File: src/rtl/rr_arb16.sv
// 16-requester round-robin arbiter with per-owner hold timeout.
// Outputs come from registered state only; a new request is granted one cycle after it is sampled.
module rr_arb16 #(
  parameter int unsigned MAX_HOLD = 8
) (
  input  logic        clk,
  input  logic        rst,
  input  logic [15:0] req,
  output logic        gnt_valid,
  output logic [3:0]  gnt_idx,
  output logic [15:0] gnt_oh
);

  typedef enum logic {IDLE, GRANT} state_t;

  localparam bit          TIMEOUT_EN = (MAX_HOLD != 0);
  localparam logic [15:0] HOLD_LAST  = (MAX_HOLD == 0) ? 16'd0 : 16'(MAX_HOLD - 1);

  state_t      state, state_nxt;
  logic [3:0]  idx_q, idx_nxt;
  logic [3:0]  ptr, ptr_nxt;
  logic [15:0] hcnt, hcnt_nxt;
  logic [3:0]  km1;
  logic [4:0]  p_idle, p_rel, p_to;

  // Descending scan from start with wrap; the farthest hit is overwritten by nearer ones.
  function automatic logic [4:0] pick(input logic [15:0] mask, input logic [3:0] start);
    logic [4:0] res;
    logic [3:0] idx;
    res = '0;
    for (int i = 15; i >= 0; i--) begin
      idx = start - 4'(i);
      if (mask[idx]) res = {1'b1, idx};
    end
    return res;
  endfunction

  always_ff @(posedge clk) begin
    if (rst) begin
      state <= IDLE;
      idx_q <= 4'd0;
      ptr   <= 4'hF;
      hcnt  <= 16'd0;
    end else begin
      state <= state_nxt;
      idx_q <= idx_nxt;
      ptr   <= ptr_nxt;
      hcnt  <= hcnt_nxt;
    end
  end

  always_comb begin
    state_nxt = state;
    idx_nxt   = idx_q;
    ptr_nxt   = ptr;
    hcnt_nxt  = hcnt;
    km1       = idx_q - 4'd1;
    p_idle    = pick(req, ptr);
    p_rel     = pick(req, km1);
    p_to      = pick(req & ~(16'd1 << idx_q), km1);
    case (state)
      IDLE: begin
        if (p_idle[4]) begin
          state_nxt = GRANT;
          idx_nxt   = p_idle[3:0];
          hcnt_nxt  = 16'd0;
        end
      end
      GRANT: begin
        if (!req[idx_q]) begin
          ptr_nxt  = km1;
          hcnt_nxt = 16'd0;
          if (p_rel[4]) begin
            idx_nxt = p_rel[3:0];
          end else begin
            state_nxt = IDLE;
            idx_nxt   = 4'd0;
          end
        end else if (TIMEOUT_EN && hcnt == HOLD_LAST) begin
          // With nobody else waiting the owner keeps the grant and its window restarts.
          hcnt_nxt = 16'd0;
          if (p_to[4]) begin
            idx_nxt = p_to[3:0];
            ptr_nxt = km1;
          end
        end else if (TIMEOUT_EN) begin
          hcnt_nxt = hcnt + 16'd1;
        end
      end
      default: state_nxt = IDLE;
    endcase
  end

  always_comb begin
    gnt_valid = (state == GRANT);
    gnt_idx   = gnt_valid ? idx_q : 4'd0;
    gnt_oh    = gnt_valid ? (16'd1 << idx_q) : 16'd0;
  end

endmodule

File: config.mk
export PLATFORM = sky130hd
export DESIGN_NAME = rr_arb16
export DESIGN_NICKNAME = d
export VERILOG_FILES = /design/src/rtl/rr_arb16.sv
export SDC_FILE = /design/constraint.sdc
export NUM_CORES = 1
export LEC_CHECK = 0
export ABC_AREA = 1
export ABC_CLOCK_PERIOD_IN_PS = 2900
export CORE_UTILIZATION = 40
export DETAILED_ROUTE_END_ITERATION = 8
export PLACE_DENSITY = 0.72
export SYNTH_ARGS = -nofsm -noshare
export SYNTH_HDL_FRONTEND = slang
export SYNTH_SLANG_ARGS = --single-unit
File: constraint.sdc
create_clock -name clk -period 2.9 [get_ports clk]
set_input_delay 0.58 -clock clk [delete_from_list [all_inputs] [get_ports clk]]
set_output_delay 0.58 -clock clk [all_outputs]
set_load 0.005 [all_outputs]
==> summary.txt, run 1 <==
Cells and area
  • Final Net Count: 1485
  • Proportion of layout cells with a drive suffix above 1: 29.9%
  • Final core utilization: 62.2%
  • Non-filler cells, final: 1636
  • # diodes: 0
  • Growth of design area from synthesis to finish: 51.4%

Setup path
  • Worst setup path startpoint: idx_q[0]$_SDFFE_PP0P_
  • Worst reg2reg path depth: 20
  • Worst-path maximum fanout: 7
  • Worst R2R Setup Slack: -150 ps
  • Type of origin of the critical path: register
  • Setup crit end kind: register
  • Critical path type: reg2reg
  • Worst reg2reg startpoint: idx_q[0]$_SDFFE_PP0P_
  • Worst endpoint data arrival time: 3190 ps
  • Stages on worst setup path: 20
  • Crit path max-delay cell type: sky130_fd_sc_hd__dfxtp_4
  • Critical path buffers and inverters: 6
  • Last element of the critical path: idx_q[3]$_SDFFE_PP0P_
  • Worst path required time: 3040 ps
  • R2R Path End: idx_q[3]$_SDFFE_PP0P_
  • Cell type group with the largest total delay on the critical path: simple AND/OR/NAND/NOR gates
  • Largest incremental delay on the critical path: 390 ps
  • Chain of cells forming the critical path: inv_8, ha_4, inv_1, nand2_1, nand2_2, buf_4, xor2_4, buf_12, nand3_1, o21ai_1, inv_2, nor2_4, nor2_4, buf_4, nand4_1, nand4_2, a21oi_4, o31ai_1, a21oi_1, a21oi_2

Clocking
  • Clock buffers created by TritonCTS: 3
  • Clock tree from TritonCTS: built
  • Root buf cell: sky130_fd_sc_hd__clkbuf_16
  • Clock slew at reported path FFs: 70 ps
  • # H-tree levels: 1
  • Number of buffers added to fix hold violations after cts: 0
  • Clk_lat worst skew: 260 ps
  • Sinks on Clock Net: 25
  • Number of buffers on the longest clock path: 2

Floorplan
  • Floorplan die area: 0.0154 mm2
  • Number of placement rows: 44
  • Starting Density: 41.1%
  • Die height: 124 um
  • Area of the core region: 0.0145 mm2
  • I/O pins: 39
  • Die width: 124 um

Outcome
  • Outcome: finished, violations left
  • Violations in the final reports: setup timing

Synth
  • Number of unique standard cell types used by synthesis: 45
  • Netlist area before placement: 0.00597 mm2
  • Number of warnings printed during yosys synthesis: 0
  • Mean cell area of the mapped netlist: 4.94 um2
  • Post-synth EDFFs: 0
  • Post-synth net total: 1240
  • Sequential-to-total area share from yosys stat: 8.39%
  • Gate count of the mapped netlist: 1208
  • Async set or reset register ratio after synthesis: 0%
  • Post-synth top flop: sky130_fd_sc_hd__dfxtp_1
  • Register bit count reported by yosys: 25

Route
  • Count of TritonRoute iterations in the first routing pass: 5
  • Routed wire per std cell: 14.7 um
  • Drt drc: 0
  • Number of nets with antenna violations after routing: 0
  • Routed via count: 8853
  • First DRT Iteration DRCs: 827
  • Vias per Instance: 5.41
  • Sum of routed wire length over all layers: 24100 um

Global route
  • Initial antenna violation count: 0
  • Vias in the first global route: 7467
  • Largest net degree at the start of global routing: 28
  • Total Routing Usage GR: 29.6%
  • Total congestion overflow: 0
  • First-pass GRT wire length: 36100 um

Timing
  • RSZ-0062 raised after global routing: true
  • Worst Max-Slew Pin Slew: 493 ps
  • Tmin final: 3050 ps
  • Final number of max-transition violations: 0
  • Fmax: 328 MHz
  • Final-report hold violation count: 0
  • Period Utilization, post-route: 105%
  • Maximum clock skew at final layout: 1.43 ps
  • Number of failing setup endpoints in the final timing report: 8
  • Slack of the critical path: -150 ps
  • Headroom to the max-slew limit: 66.8%

Placed design
  • Routability-driven placement congestion ratio: 0.984
  • PortBufs: 38
  • Worst setup slack after placement: -453 ps
  • Cell count after placement: 1601
  • DPL Wire Length: 17800 um

Flow run
  • Number of max-cap violations: 0

Worst hold path
  • Class of the worst hold path: reg2reg
[worst reg2reg max path: stages (launching register included)]
cell and delay, ps:
sky130_fd_sc_hd__dfxtp_4 390, sky130_fd_sc_hd__inv_8 50, sky130_fd_sc_hd__ha_4 170, sky130_fd_sc_hd__inv_1 90
sky130_fd_sc_hd__nand2_1 80, sky130_fd_sc_hd__nand2_2 160, sky130_fd_sc_hd__buf_4 160, sky130_fd_sc_hd__xor2_4 160
sky130_fd_sc_hd__buf_12 150, sky130_fd_sc_hd__nand3_1 80, sky130_fd_sc_hd__o21ai_1 100, sky130_fd_sc_hd__inv_2 90
sky130_fd_sc_hd__nor2_4 140, sky130_fd_sc_hd__nor2_4 70, sky130_fd_sc_hd__buf_4 140, sky130_fd_sc_hd__nand4_1 140
sky130_fd_sc_hd__nand4_2 140, sky130_fd_sc_hd__a21oi_4 220, sky130_fd_sc_hd__o31ai_1 100, sky130_fd_sc_hd__a21oi_1 220
sky130_fd_sc_hd__a21oi_2 100
[cell families (layout without fill, tap and decap cells)]
group	count (synthesis)	count (layout)	share of synthesized area, %
flops	25	25	8.39
fa+ha+maj	14	14	2.94
compound gates	160	160	14.6
buf+inv	189	433	13.5
mux	1	1	0.168
xor+xnor	12	12	2.70
simple gates	807	807	57.8
[timing repair]
item                                    4_1_cts  5_1_grt
gates resized for setup                      94      120
gates cloned                                  2        0
pin swaps                                    21       36
setup buffers                                13       16
endpoints found under the setup margin       25       25
[metal layers]
layer | global-route usage, % | up-vias | wire length (um)
met2 | 48.7 | 466 | 10800
li1 | - | 4348 | -
met3 | 2.98 | 90 | 2140
met5 | 0 | - | 0
met1 | 39.9 | 3949 | 10200
met4 | 10.3 | 0 | 886
[cells in the mapped netlist, types with 9 or more instances]
library cell | instances | area share (%)
sky130_fd_sc_hd__nand2_1 | 490 | 31
sky130_fd_sc_hd__nand3_1 | 157 | 13
sky130_fd_sc_hd__inv_1 | 128 | 8.1
sky130_fd_sc_hd__nor2_1 | 86 | 5.4
sky130_fd_sc_hd__a21oi_1 | 77 | 6.5
sky130_fd_sc_hd__o21ai_0 | 44 | 3.7
sky130_fd_sc_hd__dfxtp_1 | 25 | 8.4
sky130_fd_sc_hd__inv_2 | 21 | 1.3
sky130_fd_sc_hd__buf_2 | 19 | 1.6
sky130_fd_sc_hd__nand2_2 | 19 | 2.0
sky130_fd_sc_hd__nor3_1 | 16 | 1.3
sky130_fd_sc_hd__ha_1 | 14 | 2.9
sky130_fd_sc_hd__o21ai_1 | 14 | 1.2
sky130_fd_sc_hd__nor2_2 | 9 | 0.94
sky130_fd_sc_hd__nor4_1 | 9 | 0.94
[cell type report]
| cell class | count | area (um2) |
|---|---|---|
| Clock buffer | 3 | 75.1 |
| Clock inverter | 1 | 7.51 |
| Fill cell | 1306 | 5500 |
| Inverter | 152 | 598 |
| Multi-Input combinational cell | 994 | 5320 |
| Sequential cell | 25 | 513 |
| Tap cell | 184 | 230 |
| Timing Repair Buffer | 277 | 2300 |
[sequential cells by signal (all words and copies together), names as in the netlist]
signal,flops
idx_q,4
ptr,4
gnt_valid,1
hcnt,16
[cell usage in the layout, fill, tap and decap left out, types with 4 or more instances in the layout]
master / netlist / final
sky130_fd_sc_hd__buf_8: 0 / 4
sky130_fd_sc_hd__nand2_1: 490 / 450
sky130_fd_sc_hd__nand2_2: 19 / 41
sky130_fd_sc_hd__nand3_4: 0 / 6
sky130_fd_sc_hd__dlymetal6s2s_1: 0 / 5
sky130_fd_sc_hd__dfxtp_2: 0 / 4
sky130_fd_sc_hd__ha_1: 14 / 7
sky130_fd_sc_hd__a21oi_1: 77 / 71
sky130_fd_sc_hd__inv_2: 21 / 21
sky130_fd_sc_hd__nor4_1: 9 / 5
sky130_fd_sc_hd__nor3_1: 16 / 11
sky130_fd_sc_hd__o21a_1: 4 / 4
sky130_fd_sc_hd__a31oi_1: 6 / 5
sky130_fd_sc_hd__nand2_4: 2 / 19
sky130_fd_sc_hd__nor2_4: 3 / 12
sky130_fd_sc_hd__nand4_1: 7 / 7
sky130_fd_sc_hd__nand3_2: 0 / 12
sky130_fd_sc_hd__ha_2: 0 / 4
sky130_fd_sc_hd__xor2_2: 5 / 4
sky130_fd_sc_hd__buf_4: 7 / 219
sky130_fd_sc_hd__nor2_2: 9 / 13
sky130_fd_sc_hd__nor3_2: 2 / 6
sky130_fd_sc_hd__nor2_1: 86 / 73
sky130_fd_sc_hd__o21ai_1: 14 / 10
sky130_fd_sc_hd__buf_12: 0 / 5
sky130_fd_sc_hd__clkdlybuf4s50_1: 0 / 22
sky130_fd_sc_hd__inv_1: 128 / 121
sky130_fd_sc_hd__dlygate4sd2_1: 0 / 10
sky130_fd_sc_hd__inv_4: 0 / 4
sky130_fd_sc_hd__nand3_1: 157 / 139
sky130_fd_sc_hd__buf_6: 6 / 10
sky130_fd_sc_hd__o21ai_2: 2 / 10
sky130_fd_sc_hd__dfxtp_1: 25 / 19
sky130_fd_sc_hd__a21oi_2: 0 / 6
sky130_fd_sc_hd__o21ai_0: 44 / 37
[worst min path at each step]
stage,start,to,slack (ps),depth (start not counted)
6_report,hcnt[0]$_SDFFE_PP0P_,hcnt[0]$_SDFFE_PP0P_,490,2
5_1_grt,hcnt[0]$_SDFFE_PP0P_,hcnt[0]$_SDFFE_PP0P_,520,2
4_1_cts,hcnt[0]$_SDFFE_PP0P_,hcnt[0]$_SDFFE_PP0P_,490,2
3_5_place_dp,hcnt[8]$_SDFFE_PP0P_,hcnt[8]$_SDFFE_PP0P_,480,1
3_3_place_gp,hcnt[8]$_SDFFE_PP0P_,hcnt[8]$_SDFFE_PP0P_,470,1
2_1_floorplan,hcnt[8]$_SDFFE_PP0P_,hcnt[8]$_SDFFE_PP0P_,460,1
[per-stage QoR]
stage / hold WS, ps / setup TNS, ps / area (um2)
5_1_grt: 520 / -2210 / 9040
3_5_place_dp: 477 / -9480 / 7980
6_report: 491 / -479 / 9040
3_3_place_gp: 475 / -8680 / 7980
2_1_floorplan: 463 / 0 / 6040
4_1_cts: 494 / -0.0278 / 8440
Power of run 1 is not shown: default switching activity piles up to over one toggle a cycle in this logic, so the estimate is an artifact.
==> run 2: changes to the inputs <==
--- a/config.mk
+++ b/config.mk
@@ -6,10 +6,10 @@
 export NUM_CORES = 1
 export LEC_CHECK = 0
 export ABC_AREA = 1
-export ABC_CLOCK_PERIOD_IN_PS = 2900
+export ABC_CLOCK_PERIOD_IN_PS = 3500
 export CORE_UTILIZATION = 40
 export DETAILED_ROUTE_END_ITERATION = 8
-export PLACE_DENSITY = 0.72
+export PLACE_DENSITY = 0.7
 export SYNTH_ARGS = -nofsm -noshare
 export SYNTH_HDL_FRONTEND = slang
 export SYNTH_SLANG_ARGS = --single-unit
==> constraint.sdc (replaced) <==
create_clock -name clk -period 3.5 [get_ports clk]
set_input_delay 0.7 -clock clk [delete_from_list [all_inputs] [get_ports clk]]
set_output_delay 0.7 -clock clk [all_outputs]
set_load 0.005 [all_outputs]
==> summary.txt, run 2 (synthesis results as in run 1) <==
Cells and area
  • Area taken by multi-input logic gates: 0.00472 mm2
  • Most flop-heavy register: hcnt
  • Number of flip-flops in the largest register: 16
  • Final-layout fill cell count: 1575
  • Most frequent standard cell in the layout excluding fill and tap cells: sky130_fd_sc_hd__nand2_1
  • Final Net Count: 1298
  • Growth of design area from synthesis to finish: 15.4%
  • Largest regs: hcnt: 16 flops, idx_q: 4 flops, ptr: 4 flops
  • Footprint of the flip-flops and latches: 500 um2
  • Most frequent cells in the layout: 487 x sky130_fd_sc_hd__nand2_1, 157 x sky130_fd_sc_hd__nand3_1, 128 x sky130_fd_sc_hd__inv_1
  • # diodes: 0
  • Proportion of layout cells with a drive suffix above 1: 10.3%

Route
  • Number of nets with antenna violations after routing: 0
  • Routed via count: 7915
  • Routed wire per std cell: 14.5 um
  • First DRT Iteration DRCs: 923
  • Vias per Instance: 5.46
  • Drt drc: 0
  • Count of TritonRoute iterations in the first routing pass: 6
  • Sum of routed wire length over all layers: 21100 um

Outcome
  • Outcome: completed

Timing
  • Tmin final: 3310 ps
  • Final-report hold violation count: 0
  • Headroom to the max-slew limit: 56.7%
  • Number of failing setup endpoints in the final timing report: 0
  • Fmax: 302 MHz
  • Maximum clock skew at final layout: 3.45 ps
  • Slack of the critical path: 194 ps
  • Period Utilization, post-route: 94.5%
  • Final number of max-transition violations: 0
  • Worst Max-Slew Pin Slew: 647 ps

Global route
  • Total Routing Usage GR: 27.5%
  • First-pass GRT wire length: 33600 um
  • Initial antenna violation count: 0
  • Vias in the first global route: 6901
  • Largest net degree at the start of global routing: 28
  • Total congestion overflow: 0

Worst hold path
  • Class of the worst hold path: reg2reg
  • Hold_sp: hcnt[0]$_SDFFE_PP0P_

Flow run
  • Number of max-cap violations: 0

Placed design
  • PortBufs: 38
  • DPL Wire Length: 16400 um
  • Routability-driven placement congestion ratio: 1.01
  • Worst setup slack after placement: -1.87 ps

Clocking
  • Clk_lat worst skew: 260 ps
  • # H-tree levels: 1
  • Clock tree from TritonCTS: built
  • Clock slew at reported path FFs: 60 ps
  • Clock buffers created by TritonCTS: 3
  • Number of buffers added to fix hold violations after cts: 0
  • Number of buffers on the longest clock path: 2
  • Sinks on Clock Net: 25
  • Root buf cell: sky130_fd_sc_hd__clkbuf_16

Setup path
  • Worst-path maximum fanout: 23
  • Worst reg2reg startpoint: idx_q[0]$_SDFFE_PP0P_
  • Worst path required time: 3650 ps
  • Type of origin of the critical path: register
  • Worst endpoint data arrival time: 3450 ps
  • Setup crit end kind: register
  • Worst setup path startpoint: idx_q[0]$_SDFFE_PP0P_
  • Critical path type: reg2reg

Floorplan
  • Die height: 124 um
  • Floorplan die area: 0.0154 mm2
  • Die width: 124 um
  • Starting Density: 41.1%
  • Area of the core region: 0.0145 mm2
  • I/O pins: 39
  • Number of placement rows: 44
-- run 2: cell count changes in the layout (fill, tap and decap cells not counted), sizes merged --
cell / delta
dlymetal6s2s: -4
buf: -187
dlygate4sd2: -10
clkbuf: -1
clkdlybuf4s50: +15
inv: +1
clkinvlp: -1
-- run 2: metrics by stage --
step                      hold WS [ps]  instances  instance area, um2  util, %  TNS [ps]
after floorplan                    463       1208                5970        -         0
after global placement             482       1440                6700     46.1         0
after detailed placement           483       1440                6700     46.1     -1.87
after CTS                          497       1444                6780     46.6         0
after global routing               522       1449                6890     47.4      -125
final                              494       1449                6890     47.4         0
-- run 2: area by class of cell --
| type | count | share of cell area [%] |
|---|---|---|
| multi-input combinational | 994 | 68.6 |
| clock buffer | 3 | 1.09 |
| inverter | 152 | 8.28 |
| timing repair buffer | 90 | 11.3 |
| clock inverter | 1 | 0.0727 |
| tap | 184 | 3.34 |
| sequential | 25 | 7.27 |
-- run 2: final timing paths --
check                           to  slack, ps  cells past startpoint
max          idx_q[0]$_SDFFE_PP0P_        190                     24
min           hcnt[0]$_SDFFE_PP0P_        490                      2
max reg2reg  idx_q[0]$_SDFFE_PP0P_        190                     24
min reg2reg   hcnt[0]$_SDFFE_PP0P_        490                      2
-- run 2: repair_timing --
action / 4_1_cts / 5_1_grt
gates resized for setup: 0 / 21
setup endpoints to repair: 0 / 8
setup buffers: 0 / 5
-- run 2: layer usage --
metal	up-vias	GRT usage (%)	wire length, um
met1	3471	36.9	9300
met3	69	4.21	1940
li1	3979	-	-
met5	-	0	0
met2	396	43.5	9010
met4	0	11.5	819
-- run 2: critical path, cell delays in order (launching register included) --
cell	delay, ps
sky130_fd_sc_hd__dfxtp_1	340
sky130_fd_sc_hd__inv_2	60
sky130_fd_sc_hd__buf_8	160
sky130_fd_sc_hd__ha_1	240
sky130_fd_sc_hd__inv_1	80
sky130_fd_sc_hd__nand2_1	50
sky130_fd_sc_hd__nand2_1	130
sky130_fd_sc_hd__buf_4	170
sky130_fd_sc_hd__nand2_1	100
sky130_fd_sc_hd__nand2_4	140
sky130_fd_sc_hd__nand2_1	60
sky130_fd_sc_hd__nand2_1	140
sky130_fd_sc_hd__inv_1	70
sky130_fd_sc_hd__nand2_1	150
sky130_fd_sc_hd__nand2_4	120
sky130_fd_sc_hd__nor2_4	170
sky130_fd_sc_hd__nand3_1	80
sky130_fd_sc_hd__nor3_1	200
sky130_fd_sc_hd__nand4_1	200
sky130_fd_sc_hd__nand4_2	160
sky130_fd_sc_hd__a21oi_4	100
sky130_fd_sc_hd__nand2_1	90
sky130_fd_sc_hd__nor2_1	50
sky130_fd_sc_hd__nand2_1	60
sky130_fd_sc_hd__a21oi_1	60
Power of run 2 is left out for the same reason.
==> run 3: changes to the inputs <==
--- a/config.mk
+++ b/config.mk
@@ -7,9 +7,9 @@
 export LEC_CHECK = 0
 export ABC_AREA = 1
 export ABC_CLOCK_PERIOD_IN_PS = 3500
-export CORE_UTILIZATION = 40
+export CORE_UTILIZATION = 55
 export DETAILED_ROUTE_END_ITERATION = 8
-export PLACE_DENSITY = 0.7
+export PLACE_DENSITY = 0.75
 export SYNTH_ARGS = -nofsm -noshare
 export SYNTH_HDL_FRONTEND = slang
 export SYNTH_SLANG_ARGS = --single-unit
==> summary.txt, run 3 (synthesis results as in run 1) <==
Cells and area
  • Proportion of layout cells with a drive suffix above 1: 9.94%
  • Non-filler cells, final: 1393
  • Largest regs: hcnt: 16 flops, idx_q: 4 flops, ptr: 4 flops
  • Number of flip-flops in the largest register: 16
  • Final Net Count: 1290
  • Most frequent cells in the layout: 489 x sky130_fd_sc_hd__nand2_1, 157 x sky130_fd_sc_hd__nand3_1, 127 x sky130_fd_sc_hd__inv_1
  • Final-layout fill cell count: 1120
  • Most flop-heavy register: hcnt
  • Most frequent standard cell in the layout excluding fill and tap cells: sky130_fd_sc_hd__nand2_1
  • Growth of design area from synthesis to finish: 12.6%
  • # diodes: 0

Global route
  • Largest net degree at the start of global routing: 28
  • Initial antenna violation count: 0
  • Vias in the first global route: 6845
  • First-pass GRT wire length: 32800 um
  • Total congestion overflow: 0
  • Total Routing Usage GR: 35.9%

Route
  • Routed via count: 7775
  • Drt drc: 0
  • Vias per Instance: 5.58
  • Count of TritonRoute iterations in the first routing pass: 6
  • Number of nets with antenna violations after routing: 0
  • Sum of routed wire length over all layers: 20200 um
  • First DRT Iteration DRCs: 763
  • Routed wire per std cell: 14.5 um

Timing
  • Final number of max-transition violations: 0
  • Worst Max-Slew Pin Slew: 530 ps
  • Number of failing setup endpoints in the final timing report: 0
  • Tmin final: 3260 ps
  • Final-report hold violation count: 0
  • Fmax: 307 MHz
  • Period Utilization, post-route: 93.1%
  • Headroom to the max-slew limit: 64.4%
  • Maximum clock skew at final layout: 4.87 ps

Setup path
  • Setup crit end kind: register
  • Critical path type: reg2reg
  • Worst endpoint data arrival time: 3460 ps
  • Worst-path maximum fanout: 7
  • Type of origin of the critical path: register
  • Worst path required time: 3710 ps

Clocking
  • Number of buffers on the longest clock path: 2
  • Clock slew at reported path FFs: 90 ps
  • Root buf cell: sky130_fd_sc_hd__clkbuf_8
  • Clock tree from TritonCTS: built
  • Sinks on Clock Net: 25
  • Clk_lat worst skew: 270 ps
  • # H-tree levels: 1
  • Number of buffers added to fix hold violations after cts: 0
  • Clock buffers created by TritonCTS: 3

Floorplan
  • Die height: 106 um
  • Number of placement rows: 37
  • Floorplan die area: 0.0113 mm2
  • Starting Density: 57.3%
  • I/O pins: 39
  • Die width: 106 um
  • Area of the core region: 0.0104 mm2

Placed design
  • Cell count after placement: 1387
  • PortBufs: 38
  • Routability-driven placement congestion ratio: 1.03
  • DPL Wire Length: 15800 um

Worst hold path
  • Class of the worst hold path: reg2reg

Flow run
  • Number of max-cap violations: 0

Outcome
  • Outcome: completed
-- run 3: cell count changes in the layout (fill, tap and decap cells not counted), moves of 2 or more --
cell	before	now
sky130_fd_sc_hd__a31oi_1	6	4
sky130_fd_sc_hd__a31oi_2	0	2
sky130_fd_sc_hd__buf_4	51	44
sky130_fd_sc_hd__clkbuf_16	3	0
sky130_fd_sc_hd__clkbuf_8	0	3
sky130_fd_sc_hd__nand2_1	487	489
sky130_fd_sc_hd__nand2_4	5	3
sky130_fd_sc_hd__nor2_2	6	8
sky130_fd_sc_hd__o21ai_0	39	41
sky130_fd_sc_hd__o21ai_1	18	14
sky130_fd_sc_hd__o21ai_2	3	5
-- run 3: worst paths after layout --
path	from	end	slack, ps	depth (start not counted)
max reg2reg	idx_q[1]$_SDFFE_PP0P_	idx_q[0]$_SDFFE_PP0P_	240	20
min	hcnt[0]$_SDFFE_PP0P_	hcnt[0]$_SDFFE_PP0P_	510	2
max	idx_q[1]$_SDFFE_PP0P_	idx_q[0]$_SDFFE_PP0P_	240	20
min reg2reg	hcnt[0]$_SDFFE_PP0P_	hcnt[0]$_SDFFE_PP0P_	510	2
-- run 3: per-layer routing --
| metal | part of all wire [%] | track usage [%] | vias to the layer above | wire (um) |
|---|---|---|---|---|
| met5 | 0 | 0 | - | 0 |
| met4 | 4.0 | 15.0 | 0 | 813 |
| met3 | 7.7 | 3.68 | 59 | 1550 |
| met2 | 46 | 60.9 | 330 | 9290 |
| met1 | 42 | 45.9 | 3439 | 8570 |
| li1 | - | - | 3947 | - |
-- run 3: layout make-up --
class	instances	area, um2	share of cell area (%)
timing repair buffer	82	711	10.6
sequential	25	500	7.45
tap	136	170	2.53
inverter	152	574	8.55
multi-input combinational	994	4720	70.2
clock buffer	4	45.0	0.670
-- run 3: timing repair --
item                                    4_1_cts  5_1_grt
setup buffers                                 0        2
endpoints found under the setup margin        0        8
gates resized for setup                       0       16
-- run 3: metrics by stage --
step	hold WS (ps)	instance area, um2	utilization [%]	setup TNS [ps]	worst slack, ps
after floorplan	463	5970	-	0	370
after global placement	484	6600	63.4	0	14.9
after detailed placement	496	6600	63.4	0	12.1
after CTS	511	6650	63.8	0	34.7
after global routing	528	6720	64.5	-91.7	-37.2
final	509	6720	64.5	0	241
-- run 3: critical path: stages, from the launching register on --
cell                         delay (ps)
sky130_fd_sc_hd__dfxtp_1            340
sky130_fd_sc_hd__inv_1              140
sky130_fd_sc_hd__ha_4               350
sky130_fd_sc_hd__clkinvlp_4         120
sky130_fd_sc_hd__buf_4              140
sky130_fd_sc_hd__buf_4              160
sky130_fd_sc_hd__nand2_1             80
sky130_fd_sc_hd__nand2_2            120
sky130_fd_sc_hd__nand2_1            110
sky130_fd_sc_hd__nand3_1            160
sky130_fd_sc_hd__nand2_2            230
sky130_fd_sc_hd__nor2_4              80
sky130_fd_sc_hd__nand3_1             90
sky130_fd_sc_hd__nor3_1              60
sky130_fd_sc_hd__nand4_1            160
sky130_fd_sc_hd__nand4_2            140
sky130_fd_sc_hd__a21oi_4            270
sky130_fd_sc_hd__nand2_1            100
sky130_fd_sc_hd__nor2_1             140
sky130_fd_sc_hd__nand2_1             70
sky130_fd_sc_hd__a21oi_1            120
Power of run 3 is left out for the same reason.
